$ cat config.mk
export PLATFORM = sky130hd
export DESIGN_NAME = game_ctrl_flat
export DESIGN_NICKNAME = d
export VERILOG_FILES = /design/src/rtl/flappy_pkg.sv /design/src/rtl/game_ctrl_if.sv /design/src/rtl/game_ctrl_key_sync_edge.sv /design/src/rtl/game_ctrl.sv /design/src/flat_wrapper.sv
export SDC_FILE = /design/constraint.sdc
export NUM_CORES = 1
export LEC_CHECK = 0
export ABC_AREA = 1
export CAP_MARGIN = 20
export CORE_MARGIN = 5
export CORE_UTILIZATION = 50
export CTS_BUF_LIST = sky130_fd_sc_hd__clkbuf_8
export DETAILED_ROUTE_END_ITERATION = 10
export GPL_TIMING_DRIVEN = 1
export PLACE_DENSITY = 0.86
export SLEW_MARGIN = 20
export SYNTH_ARGS = -nofsm -noshare
export SYNTH_HDL_FRONTEND = slang
export SYNTH_SLANG_ARGS = --single-unit
$ cat constraint.sdc
create_clock -name clk -period 2.33 [get_ports clk]
set_clock_uncertainty 0.2 [all_clocks]
set_input_delay 0.466 -clock clk [delete_from_list [all_inputs] [get_ports clk]]
set_output_delay 0.466 -clock clk [all_outputs]
set_load 0.02 [all_outputs]
$ cat src/rtl/flappy_pkg.sv
// Shared types and screen geometry for the Flappy Bird game datapaths.
package flappy_pkg;

   typedef enum logic [1:0] {IDLE, PLAYING, DYING, GAME_OVER} game_state_t;

   localparam int SCREEN_H   = 480;
   localparam int BIRD_X     = 160;
   localparam int BIRD_SIZE  = 15;
   localparam int PIPE_W     = 40;

   // Bird horizontal extent, inclusive on both sides.
   localparam int BIRD_LEFT  = BIRD_X - BIRD_SIZE / 2;
   localparam int BIRD_RIGHT = BIRD_X + BIRD_SIZE / 2;

endpackage

$ cat src/rtl/game_ctrl_if.sv
// Signal bundle between the game sequencer and the key, bird and pipe side.
interface game_ctrl_if #(
   parameter int N       = 10,
   parameter int SCORE_W = 8
);
   logic               key;
   logic [N-1:0]       bird_y0;
   logic [N-1:0]       bird_y1;
   logic [N-1:0]       pipe_x;
   logic [N-1:0]       gap_top;
   logic [N-1:0]       gap_bot;
   logic               bird_rst;
   logic               flap;
   logic               tick;
   logic               running;
   logic               game_over;
   logic [SCORE_W-1:0] score;

   modport master (
      output key, bird_y0, bird_y1, pipe_x, gap_top, gap_bot,
      input  bird_rst, flap, tick, running, game_over, score
   );

   modport slave (
      input  key, bird_y0, bird_y1, pipe_x, gap_top, gap_bot,
      output bird_rst, flap, tick, running, game_over, score
   );
endinterface

$ cat src/rtl/game_ctrl_key_sync_edge.sv
// Two-flop synchronizer for the raw flap key plus a one-cycle rising-edge pulse.
module key_sync_edge (
   input  logic clk,
   input  logic reset,
   input  logic i_key,
   output logic o_pulse
);

   logic r_sync1;
   logic r_sync2;
   logic r_key_q;

   always_ff @(posedge clk or posedge reset) begin
      if (reset) begin
         r_sync1 <= 1'b0;
         r_sync2 <= 1'b0;
         r_key_q <= 1'b0;
      end else begin
         r_sync1 <= i_key;
         r_sync2 <= r_sync1;
         r_key_q <= r_sync2;
      end
   end

   assign o_pulse = r_sync2 & ~r_key_q;

endmodule

$ cat src/rtl/game_ctrl.sv
// Flappy Bird game sequencer: flap pulses, physics tick, collision and score,
// and the IDLE/PLAYING/DYING/GAME_OVER flow. All outputs are registered.
module game_ctrl
   import flappy_pkg::*;
#(
   parameter int N          = 10,
   parameter int SCORE_W    = 8,
   parameter int TICK_DIV   = 6250000,
   parameter int DEATH_HOLD = 8
) (
   input logic        clk,
   input logic        reset,
   game_ctrl_if.slave bus
);

   localparam int NP1 = N + 1;
   localparam int TW  = (TICK_DIV > 1) ? $clog2(TICK_DIV) : 1;
   localparam int DW  = $clog2(DEATH_HOLD + 1);
   localparam logic [TW-1:0] TICK_LAST  = TW'(TICK_DIV - 1);
   localparam logic [DW-1:0] DEATH_LAST = DW'(DEATH_HOLD - 1);

   game_state_t        r_state, w_state_next;
   logic [TW-1:0]      r_tick_cnt, w_tick_cnt_next;
   logic [DW-1:0]      r_death_cnt, w_death_cnt_next;
   logic [SCORE_W-1:0] r_score, w_score_next;
   logic               r_passed, r_bird_rst, r_flap, r_tick, r_running, r_game_over;
   logic               w_flap_next, w_tick_next, w_tick_fire, w_tick_active;
   logic               w_key_pulse, w_hit, w_x_overlap, w_passed, w_pass_evt;
   logic [N:0]         w_pipe_right;

   key_sync_edge u_key (
      .clk     (clk),
      .reset   (reset),
      .i_key   (bus.key),
      .o_pulse (w_key_pulse)
   );

   // Right edge is one bit wider so a pipe near the right border cannot wrap.
   assign w_pipe_right = {1'b0, bus.pipe_x} + NP1'(PIPE_W);
   assign w_x_overlap  = (bus.pipe_x <= N'(BIRD_RIGHT)) && (w_pipe_right > NP1'(BIRD_LEFT));
   assign w_hit        = (bus.bird_y0 >= N'(SCREEN_H - 1)) || (bus.bird_y1 == '0) ||
                         (w_x_overlap && ((bus.bird_y1 < bus.gap_top) || (bus.bird_y0 > bus.gap_bot)));
   assign w_passed     = w_pipe_right < NP1'(BIRD_LEFT);
   assign w_pass_evt   = w_passed & ~r_passed;

   assign w_tick_active = (r_state == PLAYING) || (r_state == DYING);
   assign w_tick_fire   = w_tick_active && (r_tick_cnt == TICK_LAST);

   always_comb begin
      w_state_next     = r_state;
      w_score_next     = r_score;
      w_death_cnt_next = r_death_cnt;
      w_flap_next      = 1'b0;
      case (r_state)
         IDLE: begin
            w_death_cnt_next = '0;
            if (w_key_pulse) begin
               w_state_next = PLAYING;
               w_score_next = '0;
            end
         end
         PLAYING: begin
            if (w_hit) begin
               w_state_next = DYING;
            end else begin
               w_flap_next = w_key_pulse;
               if (w_pass_evt && (r_score != '1))
                  w_score_next = r_score + 1'b1;
            end
         end
         DYING: begin
            if (r_tick) begin
               if (r_death_cnt == DEATH_LAST) begin
                  w_state_next     = GAME_OVER;
                  w_death_cnt_next = '0;
               end else begin
                  w_death_cnt_next = r_death_cnt + 1'b1;
               end
            end
         end
         GAME_OVER: begin
            if (w_key_pulse)
               w_state_next = IDLE;
         end
         default: w_state_next = IDLE;
      endcase

      // Counter idles at zero outside PLAYING/DYING, so entry into PLAYING starts a full period.
      w_tick_cnt_next = '0;
      if (w_tick_active && !w_tick_fire)
         w_tick_cnt_next = r_tick_cnt + 1'b1;
      w_tick_next = w_tick_fire && ((w_state_next == PLAYING) || (w_state_next == DYING));
   end

   always_ff @(posedge clk or posedge reset) begin
      if (reset) begin
         r_state     <= IDLE;
         r_tick_cnt  <= '0;
         r_death_cnt <= '0;
         r_score     <= '0;
         r_passed    <= 1'b0;
         r_bird_rst  <= 1'b1;
         r_flap      <= 1'b0;
         r_tick      <= 1'b0;
         r_running   <= 1'b0;
         r_game_over <= 1'b0;
      end else begin
         r_state     <= w_state_next;
         r_tick_cnt  <= w_tick_cnt_next;
         r_death_cnt <= w_death_cnt_next;
         r_score     <= w_score_next;
         r_passed    <= w_passed;
         r_bird_rst  <= (w_state_next == IDLE);
         r_flap      <= w_flap_next;
         r_tick      <= w_tick_next;
         r_running   <= (w_state_next == PLAYING);
         r_game_over <= (w_state_next == GAME_OVER);
      end
   end

   assign bus.bird_rst  = r_bird_rst;
   assign bus.flap      = r_flap;
   assign bus.tick      = r_tick;
   assign bus.running   = r_running;
   assign bus.game_over = r_game_over;
   assign bus.score     = r_score;

endmodule

$ cat src/flat_wrapper.sv
// flat-port wrapper written by rule: the top's interface ports become plain ports
module game_ctrl_flat import flappy_pkg::*;
#(
   parameter int N          = 10,
   parameter int SCORE_W    = 8,
   parameter int TICK_DIV   = 6250000,
   parameter int DEATH_HOLD = 8
)
  (clk, reset, bus_key, bus_bird_y0, bus_bird_y1, bus_pipe_x, bus_gap_top, bus_gap_bot, bus_bird_rst, bus_flap, bus_tick, bus_running, bus_game_over, bus_score);
  game_ctrl_if #(.N(N), .SCORE_W(SCORE_W)) bus_i ();
  input logic clk;
  input logic reset;
  input wire logic [$bits(bus_i.key)-1:0] bus_key;
  input wire logic [$bits(bus_i.bird_y0)-1:0] bus_bird_y0;
  input wire logic [$bits(bus_i.bird_y1)-1:0] bus_bird_y1;
  input wire logic [$bits(bus_i.pipe_x)-1:0] bus_pipe_x;
  input wire logic [$bits(bus_i.gap_top)-1:0] bus_gap_top;
  input wire logic [$bits(bus_i.gap_bot)-1:0] bus_gap_bot;
  output wire logic [$bits(bus_i.bird_rst)-1:0] bus_bird_rst;
  output wire logic [$bits(bus_i.flap)-1:0] bus_flap;
  output wire logic [$bits(bus_i.tick)-1:0] bus_tick;
  output wire logic [$bits(bus_i.running)-1:0] bus_running;
  output wire logic [$bits(bus_i.game_over)-1:0] bus_game_over;
  output wire logic [$bits(bus_i.score)-1:0] bus_score;
  assign bus_i.key = bus_key;
  assign bus_i.bird_y0 = bus_bird_y0;
  assign bus_i.bird_y1 = bus_bird_y1;
  assign bus_i.pipe_x = bus_pipe_x;
  assign bus_i.gap_top = bus_gap_top;
  assign bus_i.gap_bot = bus_gap_bot;
  assign bus_bird_rst = bus_i.bird_rst;
  assign bus_flap = bus_i.flap;
  assign bus_tick = bus_i.tick;
  assign bus_running = bus_i.running;
  assign bus_game_over = bus_i.game_over;
  assign bus_score = bus_i.score;
  game_ctrl #(.N(N), .SCORE_W(SCORE_W), .TICK_DIV(TICK_DIV), .DEATH_HOLD(DEATH_HOLD)) u_core (.clk(clk), .reset(reset), .bus(bus_i));
endmodule
[Word-level counts from Yosys, hierarchy flattened]
Cells that the tools add are included.
Cells by class
  add/sub/neg operators: 4
  multipliers: 0
  div/mod/pow operators: 0
  $lt $le $gt $ge: 6
  equality and inequality tests: 13
  shift-type cells: 0
  mux-type cells: 16
  bitwise logic cells: 4
  reductions and logical operators: 19
Operators with widths (count)
  8-bit two-way mux: 3
  23-bit by 1-bit adder with 23-bit output, second input constant: 1
  23-bit equality test, second input constant: 1
  23-bit two-way mux: 1
  8-bit one-hot mux with 2 select lines: 1
  10-bit by 6-bit adder with 11-bit output, second input constant: 1
  11-bit by 8-bit > comparator with 1-bit output, second input constant: 1
  11-bit by 8-bit < comparator with 1-bit output, second input constant: 1
  10-bit by 9-bit >= comparator with 1-bit output, second input constant: 1
  10-bit > comparator: 1
  10-bit by 8-bit <= comparator with 1-bit output, second input constant: 1
  10-bit logical NOT: 1
  10-bit < comparator: 1
  2-bit two-way mux: 5
  8-bit by 1-bit adder with 8-bit output, second input constant: 1
  2-bit equality test, second input constant: 4
  4-bit two-way mux: 2
  8-bit inequality test, second input constant: 1
  2-bit one-hot mux with 4 select lines: 1
  4-bit one-hot mux with 2 select lines: 1
  1-bit logical AND: 6
  1-bit logical OR: 5
  4-bit by 1-bit adder with 4-bit output, second input constant: 1
  2-bit by 1-bit equality test with 1-bit output, second input constant: 2
  other kinds (11): 18
Word-level totals
  bits in registers: 46
  bits in latches: 0
  bits in writable memories: 0
  memory bits (read-only): 0
  bits of input ports: 53
  output and inout bits: 13
  word-level logic and storage cells: 75
  memories kept: 0

[Longest topological paths before layout]
Gate-level depths: netlist of run 1.
  depth in word-level cells: 10
  gate-level depth with buffers: 17
  mapped depth without buffers: 17

[By module]
From an unflattened synthesis of run 1, not the netlist that was laid out.
Unflattened totals
  cells, all modules: 420
  area total of the unflattened synthesis: 3180.6 µm²
Modules (own cells, without submodules)
  game_ctrl: instances 1, cells each 414, area an instance 3091.7 µm², sequential area each 1077.3 µm²
  key_sync_edge: instances 1, cells each 6, area an instance 88.8 µm², sequential area each 75.1 µm²

[Least setup slack after synthesis of run 1]
Ideal clock, no wire load.
  path type: in2reg
  start point: in bus_gap_bot[5]
  end point: reg u_core.r_tick, in the netlist u_core.bus.tick
  library setup time: 0.123 ns
  arrival time: 1.897 ns
  required time: 2.007 ns
  slack: 0.110 ns
  stages on the path: 16
  path buffers: 0
  cell sequence: inv_1 ha_1 nand2_1 inv_1 nand2_1 nand2_1 nand2_1 nand3_1 nand2_1 nand2_1 nand3_2 nand3_1 a21oi_1 ha_1 nand2_1 nor3_1
Between the ends
  word-level cells in the longest chain between the ends: 9
  elaborated cells on any way between the ends: 10
RTL lines
  start: declaration: line flat_wrapper.sv:18  | input wire logic [$bits(bus_i.gap_bot)-1:0] bus_gap_bot;
  10-bit > comparator *: line game_ctrl.sv:42  | (w_x_overlap && ((bus.bird_y1 < bus.gap_top) || (bus.bird_y0 > bus.gap_bot)));
  1-bit logical OR *: line game_ctrl.sv:42
  1-bit logical AND *: line game_ctrl.sv:42
  1-bit logical OR *: line game_ctrl.sv:41  | assign w_hit = (bus.bird_y0 >= N'(SCREEN_H - 1)) || (bus.bird_y1 == '0) ||
  2-bit two-way mux *: line game_ctrl.sv:63  | if (w_hit) begin
  2-bit one-hot mux with 4 select lines *: line game_ctrl.sv:54  | case (r_state)
  2-bit by 1-bit equality test with 1-bit output / 2-bit equality test (equally long branches): line game_ctrl.sv:92  | w_tick_next = w_tick_fire && ((w_state_next == PLAYING) || (w_state_next == DYING));
  1-bit logical OR *: line game_ctrl.sv:92
  1-bit logical AND *: line game_ctrl.sv:92
  via u_core.w_tick_next: line game_ctrl.sv:27  | logic w_flap_next, w_tick_next, w_tick_fire, w_tick_active;
  end signal: assignment: line game_ctrl.sv:115  | r_tick <= w_tick_next;
  end: declaration: line game_ctrl.sv:26  | logic r_passed, r_bird_rst, r_flap, r_tick, r_running, r_game_over;
Mark *: on every way through the listed nets, which the timed path passes. The rest lies on a longest branch.
A chain may end at the register's enable or synchronous reset.

[Final worst setup path of run 1]
  start point: in bus_gap_bot[7]
  end point: reg u_core.r_tick, in the netlist u_core.bus.tick
The elaborated chain is that of the path after synthesis.

==> out/summary.json, run 1 <==
{
  "status": {"value": "finished, final reports clean"},
  "worst_skew_pair.late_latency": {"value": 0.30, "unit": "ns"},
  "max_cap_violations": {"value": 0},
  "port_bufs": {"value": 65},
  "worst_vdd_rail_ir_drop": {"value": 0.504, "unit": "mV"},
  "holdBufCountCts": {"value": 0},
  "fin_nets": {"value": 608},
  "switchingPower": {"value": 1.07, "unit": "mW"},
  "leading_register_cell_type_out_of_synthesis": {"value": "sky130_fd_sc_hd__dfrtp_1"},
  "crit_required": {"value": 2.35, "unit": "ns"},
  "share_of_flip_flops_with_an_asynchronous_set_or_reset": {"value": 100, "unit": "%"},
  "layout.core_utilization": {"value": 71.1, "unit": "%"},
  "fin_crit": {"value": 2.26, "unit": "ns"},
  "regToRegStartpoint": {"value": "u_core.r_state[0]"},
  "vias_per_cell": {"value": 5.44},
  "synthDominantAreaCellType": {"value": "sky130_fd_sc_hd__dfrtp_1"},
  "hpwl_detailed": {"value": 6100, "unit": "µm"},
  "pwr_density_cell": {"value": 588, "unit": "mW/mm²"},
  "grt_util_all_layers": {"value": 19.7, "unit": "%"},
  "switching_share": {"value": 40.3, "unit": "%"},
  "row_count": {"value": 29},
  "relSlewSlack": {"value": 55.6, "unit": "%"},
  "setup.worst_path.class": {"value": "primary input to register"},
  "globalRoute.totalOverflow": {"value": 0},
  "route.vias.total": {"value": 3273},
  "layout.area.seq": {"value": 0.00115, "unit": "mm²"},
  "h-tree-depth": {"value": 2},
  "syn_area": {"value": 0.00327, "unit": "mm²"},
  "synthDominantCellAreaShare": {"value": 34.5, "unit": "%"},
  "finalWeightedCongestion": {"value": 0.882},
  "cellInternalPower": {"value": 1.58, "unit": "mW"},
  "yosys_reg_bits": {"value": 46},
  "grt_antenna_before_repair": {"value": 0},
  "clock_power_share": {"value": 18.2, "unit": "%"},
  "finalCritPeriodShare": {"value": 97.0, "unit": "%"},
  "regToRegEndpoint": {"value": "u_core.bus.tick"},
  "tritoncts": {"value": "yes"},
  "clock_path_buffers": {"value": 2},
  "dpl.cell_count": {"value": 591},
  "io-pin-count": {"value": 66},
  "combined_area_of_the_multi_input_logic_cells": {"value": 0.00219, "unit": "mm²"},
  "die_area": {"value": 0.00825, "unit": "mm²"},
  "synth_cell_type_count": {"value": 38},
  "slew_violations": {"value": 0},
  "antenna_cells": {"value": 0},
  "setup.worst_path.start_class": {"value": "primary input"},
  "drt_drc_violations_left": {"value": 0},
  "library_cell_with_the_highest_instance_count_after_synthesis": {"value": "sky130_fd_sc_hd__nand2_1"},
  "reg2reg_setup_slack": {"value": 0.16, "unit": "ns"},
  "ys.warnings.count": {"value": 0},
  "combinationalPowerShare": {"value": 46.5, "unit": "%"},
  "hold_path.startpoint": {"value": "u_core.u_key.r_sync1"},
  "timing.final.hold_violations": {"value": 0},
  "syn_nets": {"value": 520},
  "critical_path.startpoint": {"value": "bus_gap_bot[7]"},
  "avg_wl_per_cell": {"value": 15.0, "unit": "µm"},
  "synth.top_cells.by_count": {"value": "85 x sky130_fd_sc_hd__nand2_1, 72 x sky130_fd_sc_hd__inv_1, 51 x sky130_fd_sc_hd__nor2_1, 45 x sky130_fd_sc_hd__dfrtp_1, 31 x sky130_fd_sc_hd__ha_1"},
  "clockRootBuffer": {"value": "sky130_fd_sc_hd__clkbuf_8"},
  "holdCritPathClass": {"value": "register to register"},
  "layout-area-overhead-vs-synth": {"value": 38.2, "unit": "%"},
  "critPathMaxFanout": {"value": 3},
  "first_iter_violations": {"value": 183},
  "p_leak": {"value": 2.25, "unit": "nW"},
  "post_route_cells_drive_above_1_share": {"value": 30.5, "unit": "%"},
  "cts_made_buffers": {"value": 5},
  "seq_area_frac_synth": {"value": 35.3, "unit": "%"},
  "tightest_slew": {"value": 0.662, "unit": "ns"},
  "netlist_top_cells_area": {"value": "sky130_fd_sc_hd__dfrtp_1 34%, sky130_fd_sc_hd__ha_1 12%, sky130_fd_sc_hd__nand2_1 9.8%"},
  "global_route_wire_length_before_repair": {"value": 13900, "unit": "µm"},
  "power.sequential.fraction": {"value": 35.3, "unit": "%"},
  "setup_viol": {"value": 0},
  "number_of_flops_mapped_to_enable_cells_by_yosys": {"value": 0},
  "grt_start_max_net_pins": {"value": 18},
  "grt_pass1_vias": {"value": 3238},
  "maxClockFrequency": {"value": 0.443, "unit": "GHz"},
  "syn_area_per_cell": {"value": 7.50, "unit": "µm²"},
  "starting_utilization_of_the_core_area": {"value": 51.5, "unit": "%"},
  "final_antenna_net_count": {"value": 0},
  "fill_cells": {"value": 430},
  "drt_pass1_iterations": {"value": 4},
  "timing.critical_path.arrival": {"value": 2.28, "unit": "ns"},
  "end_kind": {"value": "register"},
  "synthesis.instances": {"value": 436},
  "worst_setup_path_endpoint": {"value": "u_core.bus.tick"},
  "path_clk_slew": {"value": 0.09, "unit": "ns"},
  "fp.dieW": {"value": 90.8, "unit": "µm"},
  "core-area": {"value": 0.00635, "unit": "mm²"},
  "die_height": {"value": 90.8, "unit": "µm"},
  "post_layout_nonfiller_instances": {"value": 602},
  "cts.sinks": {"value": 46},
  "postRouteWirelength": {"value": 9010, "unit": "µm"},
  "worst-r2r-cell-count": {"value": 8}
}
## metal layers
layer | vias to the layer above | GRT usage (%) | part of all wire (%)
met5 | - | 0 | 0
met2 | 122 | 36.1 | 52
met3 | 28 | 2.83 | 5.6
li1 | 1596 | - | -
met4 | 0 | 7.09 | 3.7
met1 | 1527 | 23.2 | 38
## cell families after synthesis
family,count (synthesis),share of synthesized area [%]
xor gates and xnor gates,6,1.61
buffers and inverters,79,9.19
AOI/OAI and AO/OA,54,9.42
and+or+nand+nor,220,32.7
adders and majority gates,31,11.9
DFF,46,35.3
## critical path, cell delays in order
cell and delay [ns]:
sky130_fd_sc_hd__clkbuf_2 0.11, sky130_fd_sc_hd__inv_2 0.05, sky130_fd_sc_hd__ha_4 0.24, sky130_fd_sc_hd__nand2_1 0.06
sky130_fd_sc_hd__nand2_1 0.09, sky130_fd_sc_hd__a21oi_2 0.15, sky130_fd_sc_hd__nand3_1 0.09, sky130_fd_sc_hd__nand2_1 0.07
sky130_fd_sc_hd__nand2_2 0.08, sky130_fd_sc_hd__nand3_4 0.10, sky130_fd_sc_hd__nand3_2 0.07, sky130_fd_sc_hd__nand2_2 0.11
sky130_fd_sc_hd__a21oi_2 0.07, sky130_fd_sc_hd__ha_1 0.30, sky130_fd_sc_hd__nand2_2 0.05, sky130_fd_sc_hd__nor3_2 0.17
## layout by cell type, fill, tap and decap left out, types with 15 or more instances in the layout
cell                              count
sky130_fd_sc_hd__nand2_2             18
sky130_fd_sc_hd__nand3_1             19
sky130_fd_sc_hd__inv_1               55
sky130_fd_sc_hd__ha_4                15
sky130_fd_sc_hd__buf_4               17
sky130_fd_sc_hd__dfrtp_1             45
sky130_fd_sc_hd__inv_2               21
sky130_fd_sc_hd__clkdlybuf4s50_1     17
sky130_fd_sc_hd__nand4_1             15
sky130_fd_sc_hd__a21oi_1             24
sky130_fd_sc_hd__nand2_1             69
sky130_fd_sc_hd__nor2_1              39
sky130_fd_sc_hd__clkbuf_2            25
## registers in the layout (all words and copies together), names as in the netlist
| register | cells |
|---|---|
| u_core.r_tick_cnt | 23 |
| u_core.bus.score | 8 |
| u_core.r_death_cnt | 4 |
| u_core.r_state | 2 |
| u_core.bus.bird_rst | 1 |
| u_core.bus.flap | 1 |
| u_core.bus.game_over | 1 |
| u_core.bus.running | 1 |
| u_core.bus.tick | 1 |
| u_core.r_passed | 1 |
| u_core.u_key.r_key_q | 1 |
| u_core.u_key.r_sync1 | 1 |
| u_core.u_key.r_sync2 | 1 |
## stage by stage
stage / worst slack [ns] / hold WS [ns] / TNS, ns / cell area (µm²) / power [mW]
CTS: 0.0236 / 0.159 / 0 / 4320 / 2.52
finish: 0.0707 / 0.157 / 0 / 4520 / 2.66
global placement: -0.500 / 0.136 / -5.18 / 4160 / 1.96
global route: -0.123 / 0.173 / -0.123 / 4520 / 2.82
detailed placement: -0.569 / 0.139 / -5.97 / 4160 / 2.01
floorplan: 0.110 / 0.131 / 0 / 3270 / 1.56
## final cells by class
| class | instances | area share, % |
|---|---|---|
| sequential | 46 | 25.5 |
| multi-input combinational | 311 | 48.5 |
| clock inverter | 3 | 0.388 |
| clock buffer | 5 | 1.52 |
| tap | 77 | 2.13 |
| timing repair buffer | 84 | 15.6 |
| inverter | 76 | 6.32 |
## worst min-delay path by stage
| stage | end | cells after the start |
|---|---|---|
| 3_5_place_dp | u_core.u_key.r_sync2 | 0 |
| 2_1_floorplan | u_core.u_key.r_sync2 | 0 |
| 5_1_grt | u_core.u_key.r_sync2 | 0 |
| 3_3_place_gp | u_core.u_key.r_sync2 | 0 |
| 6_report | u_core.u_key.r_sync2 | 0 |
| 4_1_cts | u_core.u_key.r_sync2 | 0 |
## power by group through the flow
stage	Combinational (mW)	Clock (mW)	Sequential [mW]
2_1_floorplan	0.576	0	0.982
3_3_place_gp	1.02	0	0.949
3_5_place_dp	1.06	0	0.950
4_1_cts	1.10	0.487	0.936
5_1_grt	1.36	0.520	0.945
6_report	1.23	0.484	0.937
## repair_timing
item,in CTS,in global routing
pin swaps,46,59
setup endpoints to repair,13,13
endpoints found under the hold margin,0,0
cloned,0,0
gates resized for setup,70,130
setup buffers,1,2
Note: power is estimated with default switching activity, not from simulation.
==> run 2, diff against run 1 <==
--- a/config.mk
+++ b/config.mk
@@ -12,7 +12,7 @@
 export CTS_BUF_LIST = sky130_fd_sc_hd__clkbuf_8
 export DETAILED_ROUTE_END_ITERATION = 10
 export GPL_TIMING_DRIVEN = 1
-export PLACE_DENSITY = 0.86
+export PLACE_DENSITY = 0.76
 export SLEW_MARGIN = 20
 export SYNTH_ARGS = -nofsm -noshare
 export SYNTH_HDL_FRONTEND = slang
==> run 2 against run 1 <==
Effect of this change: global-route usage decreased by 0.54 points; setup slack got worse by 0.015 ns; sequential power about the same; highest routed layer unchanged; maximum frequency decreased by 0.65%; power decreased by 0.33%; critical endpoint unchanged; worst hold slack improved by 0.012 ns; critical path type unchanged.
==> out/summary.json, run 2 (synthesis gave the netlist of run 1 again) <==
{
  "finalPower": {"value": 2.65, "unit": "mW"},
  "route.vias.total": {"value": 3098},
  "clock_path_buffers": {"value": 2},
  "worst_skew_pair.late_latency": {"value": 0.31, "unit": "ns"},
  "reg2reg_setup_slack": {"value": 0.27, "unit": "ns"},
  "cts.sinks": {"value": 46},
  "slew_violations": {"value": 0},
  "layout.area.seq": {"value": 0.00115, "unit": "mm²"},
  "starting_utilization_of_the_core_area": {"value": 51.5, "unit": "%"},
  "p_leak": {"value": 2.26, "unit": "nW"},
  "hold_ws": {"value": 0.169, "unit": "ns"},
  "grt_pass1_vias": {"value": 3066},
  "layout.cells.most_common_list": {"value": "80 x sky130_fd_sc_hd__nand2_1, 62 x sky130_fd_sc_hd__inv_1, 47 x sky130_fd_sc_hd__nor2_1"},
  "combined_area_of_the_multi_input_logic_cells": {"value": 0.00203, "unit": "mm²"},
  "post_route_cells_drive_above_1_share": {"value": 17.7, "unit": "%"},
  "worst_vdd_rail_ir_drop": {"value": 0.456, "unit": "mV"},
  "worst-r2r-cell-count": {"value": 10},
  "fill_cells": {"value": 518},
  "regToRegEndpoint": {"value": "u_core.bus.tick"},
  "crit_path_top_delay_cell": {"value": "sky130_fd_sc_hd__ha_1"},
  "first_iter_violations": {"value": 126},
  "fin_nets": {"value": 603},
  "pwr_density_cell": {"value": 597, "unit": "mW/mm²"},
  "fp.dieW": {"value": 90.8, "unit": "µm"},
  "io-pin-count": {"value": 66},
  "h-tree-depth": {"value": 2},
  "cp_num_buf_inv": {"value": 2},
  "layout.core_utilization": {"value": 69.9, "unit": "%"},
  "drt_pass1_iterations": {"value": 5},
  "critPathMaxFanout": {"value": 3},
  "maxClockFrequency": {"value": 0.440, "unit": "GHz"},
  "regToRegStartpoint": {"value": "u_core.r_state[0]"},
  "max_cap_violations": {"value": 0},
  "setup.worst_path.class": {"value": "primary input to register"},
  "grt_antenna_before_repair": {"value": 0},
  "clockRootBuffer": {"value": "sky130_fd_sc_hd__clkbuf_8"},
  "global_route_wire_length_before_repair": {"value": 13300, "unit": "µm"},
  "postRouteWirelength": {"value": 7710, "unit": "µm"},
  "timing.hold.worst_path_depth": {"value": 0},
  "grt_start_max_net_pins": {"value": 22},
  "port_bufs": {"value": 65},
  "layout.cells.most_common": {"value": "sky130_fd_sc_hd__nand2_1"},
  "setup_viol": {"value": 0},
  "cp_common_cell": {"value": "sky130_fd_sc_hd__nand2_1"},
  "path_delay_family": {"value": "simple AND/OR/NAND/NOR gates"},
  "fin_crit": {"value": 2.27, "unit": "ns"},
  "cts_made_buffers": {"value": 5},
  "layout-area-overhead-vs-synth": {"value": 35.8, "unit": "%"},
  "die_area": {"value": 0.00825, "unit": "mm²"},
  "end_kind": {"value": "register"},
  "finalWeightedCongestion": {"value": 0.847},
  "finalCritPeriodShare": {"value": 97.6, "unit": "%"},
  "core-area": {"value": 0.00635, "unit": "mm²"},
  "die_height": {"value": 90.8, "unit": "µm"},
  "hold_path.startpoint": {"value": "u_core.u_key.r_sync1"},
  "relSlewSlack": {"value": 68.4, "unit": "%"},
  "holdCritPathClass": {"value": "register to register"},
  "antenna_cells": {"value": 0},
  "holdBufCountCts": {"value": 0},
  "crit_required": {"value": 2.33, "unit": "ns"},
  "status": {"value": "finished, final reports clean"},
  "globalRoute.totalOverflow": {"value": 0},
  "whs_endpoint": {"value": "u_core.u_key.r_sync2"},
  "grt_util_all_layers": {"value": 19.2, "unit": "%"},
  "largest_register_ffs": {"value": 23},
  "avg_wl_per_cell": {"value": 12.9, "unit": "µm"},
  "setup.worst_path.start_class": {"value": "primary input"},
  "timing.critical_path.arrival": {"value": 2.28, "unit": "ns"},
  "final_antenna_net_count": {"value": 0},
  "final.setup.tns": {"value": 0, "unit": "ns"},
  "row_count": {"value": 29},
  "cp_cell_sequence": {"value": "dlygate4sd2_1, ha_1, nand2_2, inv_1, nand2_1, nand2_1, nand2_1, nand3_1, nand2_1, nand2_2, nand3_4, nand3_2, a21oi_2, ha_1, nand2_1, nor3_2"},
  "tritoncts": {"value": "yes"},
  "regMostFlops": {"value": "u_core.r_tick_cnt"},
  "path_clk_slew": {"value": 0.09, "unit": "ns"},
  "timing.final.hold_violations": {"value": 0},
  "timing.critical_path.slowest_cell_delay": {"value": 0.30, "unit": "ns"},
  "hpwl_detailed": {"value": 5950, "unit": "µm"},
  "vias_per_cell": {"value": 5.19},
  "tightest_slew": {"value": 0.474, "unit": "ns"},
  "drt_drc_violations_left": {"value": 0}
}
-- run 2: cell types whose count changed in the layout (fill, tap and decap cells not counted), moves of 8 or more --
cell | previous run | this run
sky130_fd_sc_hd__nor2_1 | 39 | 47
sky130_fd_sc_hd__nand2_2 | 18 | 9
sky130_fd_sc_hd__nand2_1 | 69 | 80
sky130_fd_sc_hd__dlygate4sd2_1 | 8 | 34
sky130_fd_sc_hd__clkbuf_2 | 25 | 1
-- run 2: cell type report --
cell class	instances	share of cell area, %
Tap cell	77	2.17
Multi-Input combinational cell	311	45.7
Sequential cell	46	26.0
Inverter	76	6.43
Clock buffer	5	1.55
Timing Repair Buffer	79	17.3
Clock inverter	3	0.931
-- run 2: worst max-delay path by stage --
stage / startpoint / endpoint / slack, ns / cells after the start
finish: bus_bird_y0[4] / u_core.bus.tick / 0.06 / 16
global route: bus_bird_y0[4] / u_core.bus.tick / -0.02 / 16
CTS: bus_bird_y1[1] / u_core.bus.tick / 0.02 / 14
detailed placement: bus_pipe_x[3] / u_core.bus.tick / -0.58 / 16
global placement: bus_pipe_x[3] / u_core.bus.tick / -0.49 / 16
floorplan: bus_gap_bot[5] / u_core.bus.tick / 0.11 / 16
-- run 2: per-stage QoR --
stage	cell area [µm²]	worst slack (ns)	std cells
floorplan	3270	0.110	436
detailed placement	4140	-0.577	588
global placement	4140	-0.490	588
finish	4440	0.0560	597
CTS	4340	0.0216	596
global route	4440	-0.0215	597
-- run 2: metal layers --
metal | vias up | GRT usage [%] | share of wire, % | wire, µm
met5 | - | 0 | 0 | 0
met4 | 0 | 7.70 | 3.0 | 231
met3 | 17 | 3.92 | 5.5 | 423
met2 | 84 | 32.6 | 48 | 3670
met1 | 1409 | 23.6 | 44 | 3380
li1 | 1588 | - | - | -
-- run 2: timing repair --
item / CTS / global route
endpoints found under the setup margin: 12 / 11
hold endpoints to repair: 0 / 0
buffers inserted: 0 / 1
pin swaps: 44 / 24
gates resized for setup: 68 / 26
-- run 2: where the power goes --
part | internal, mW | switching, mW | leakage (nW)
sequential | 0.876 | 0.0595 | 0.626
combinational | 0.455 | 0.650 | 1.58
clock | 0.316 | 0.290 | 0.0556
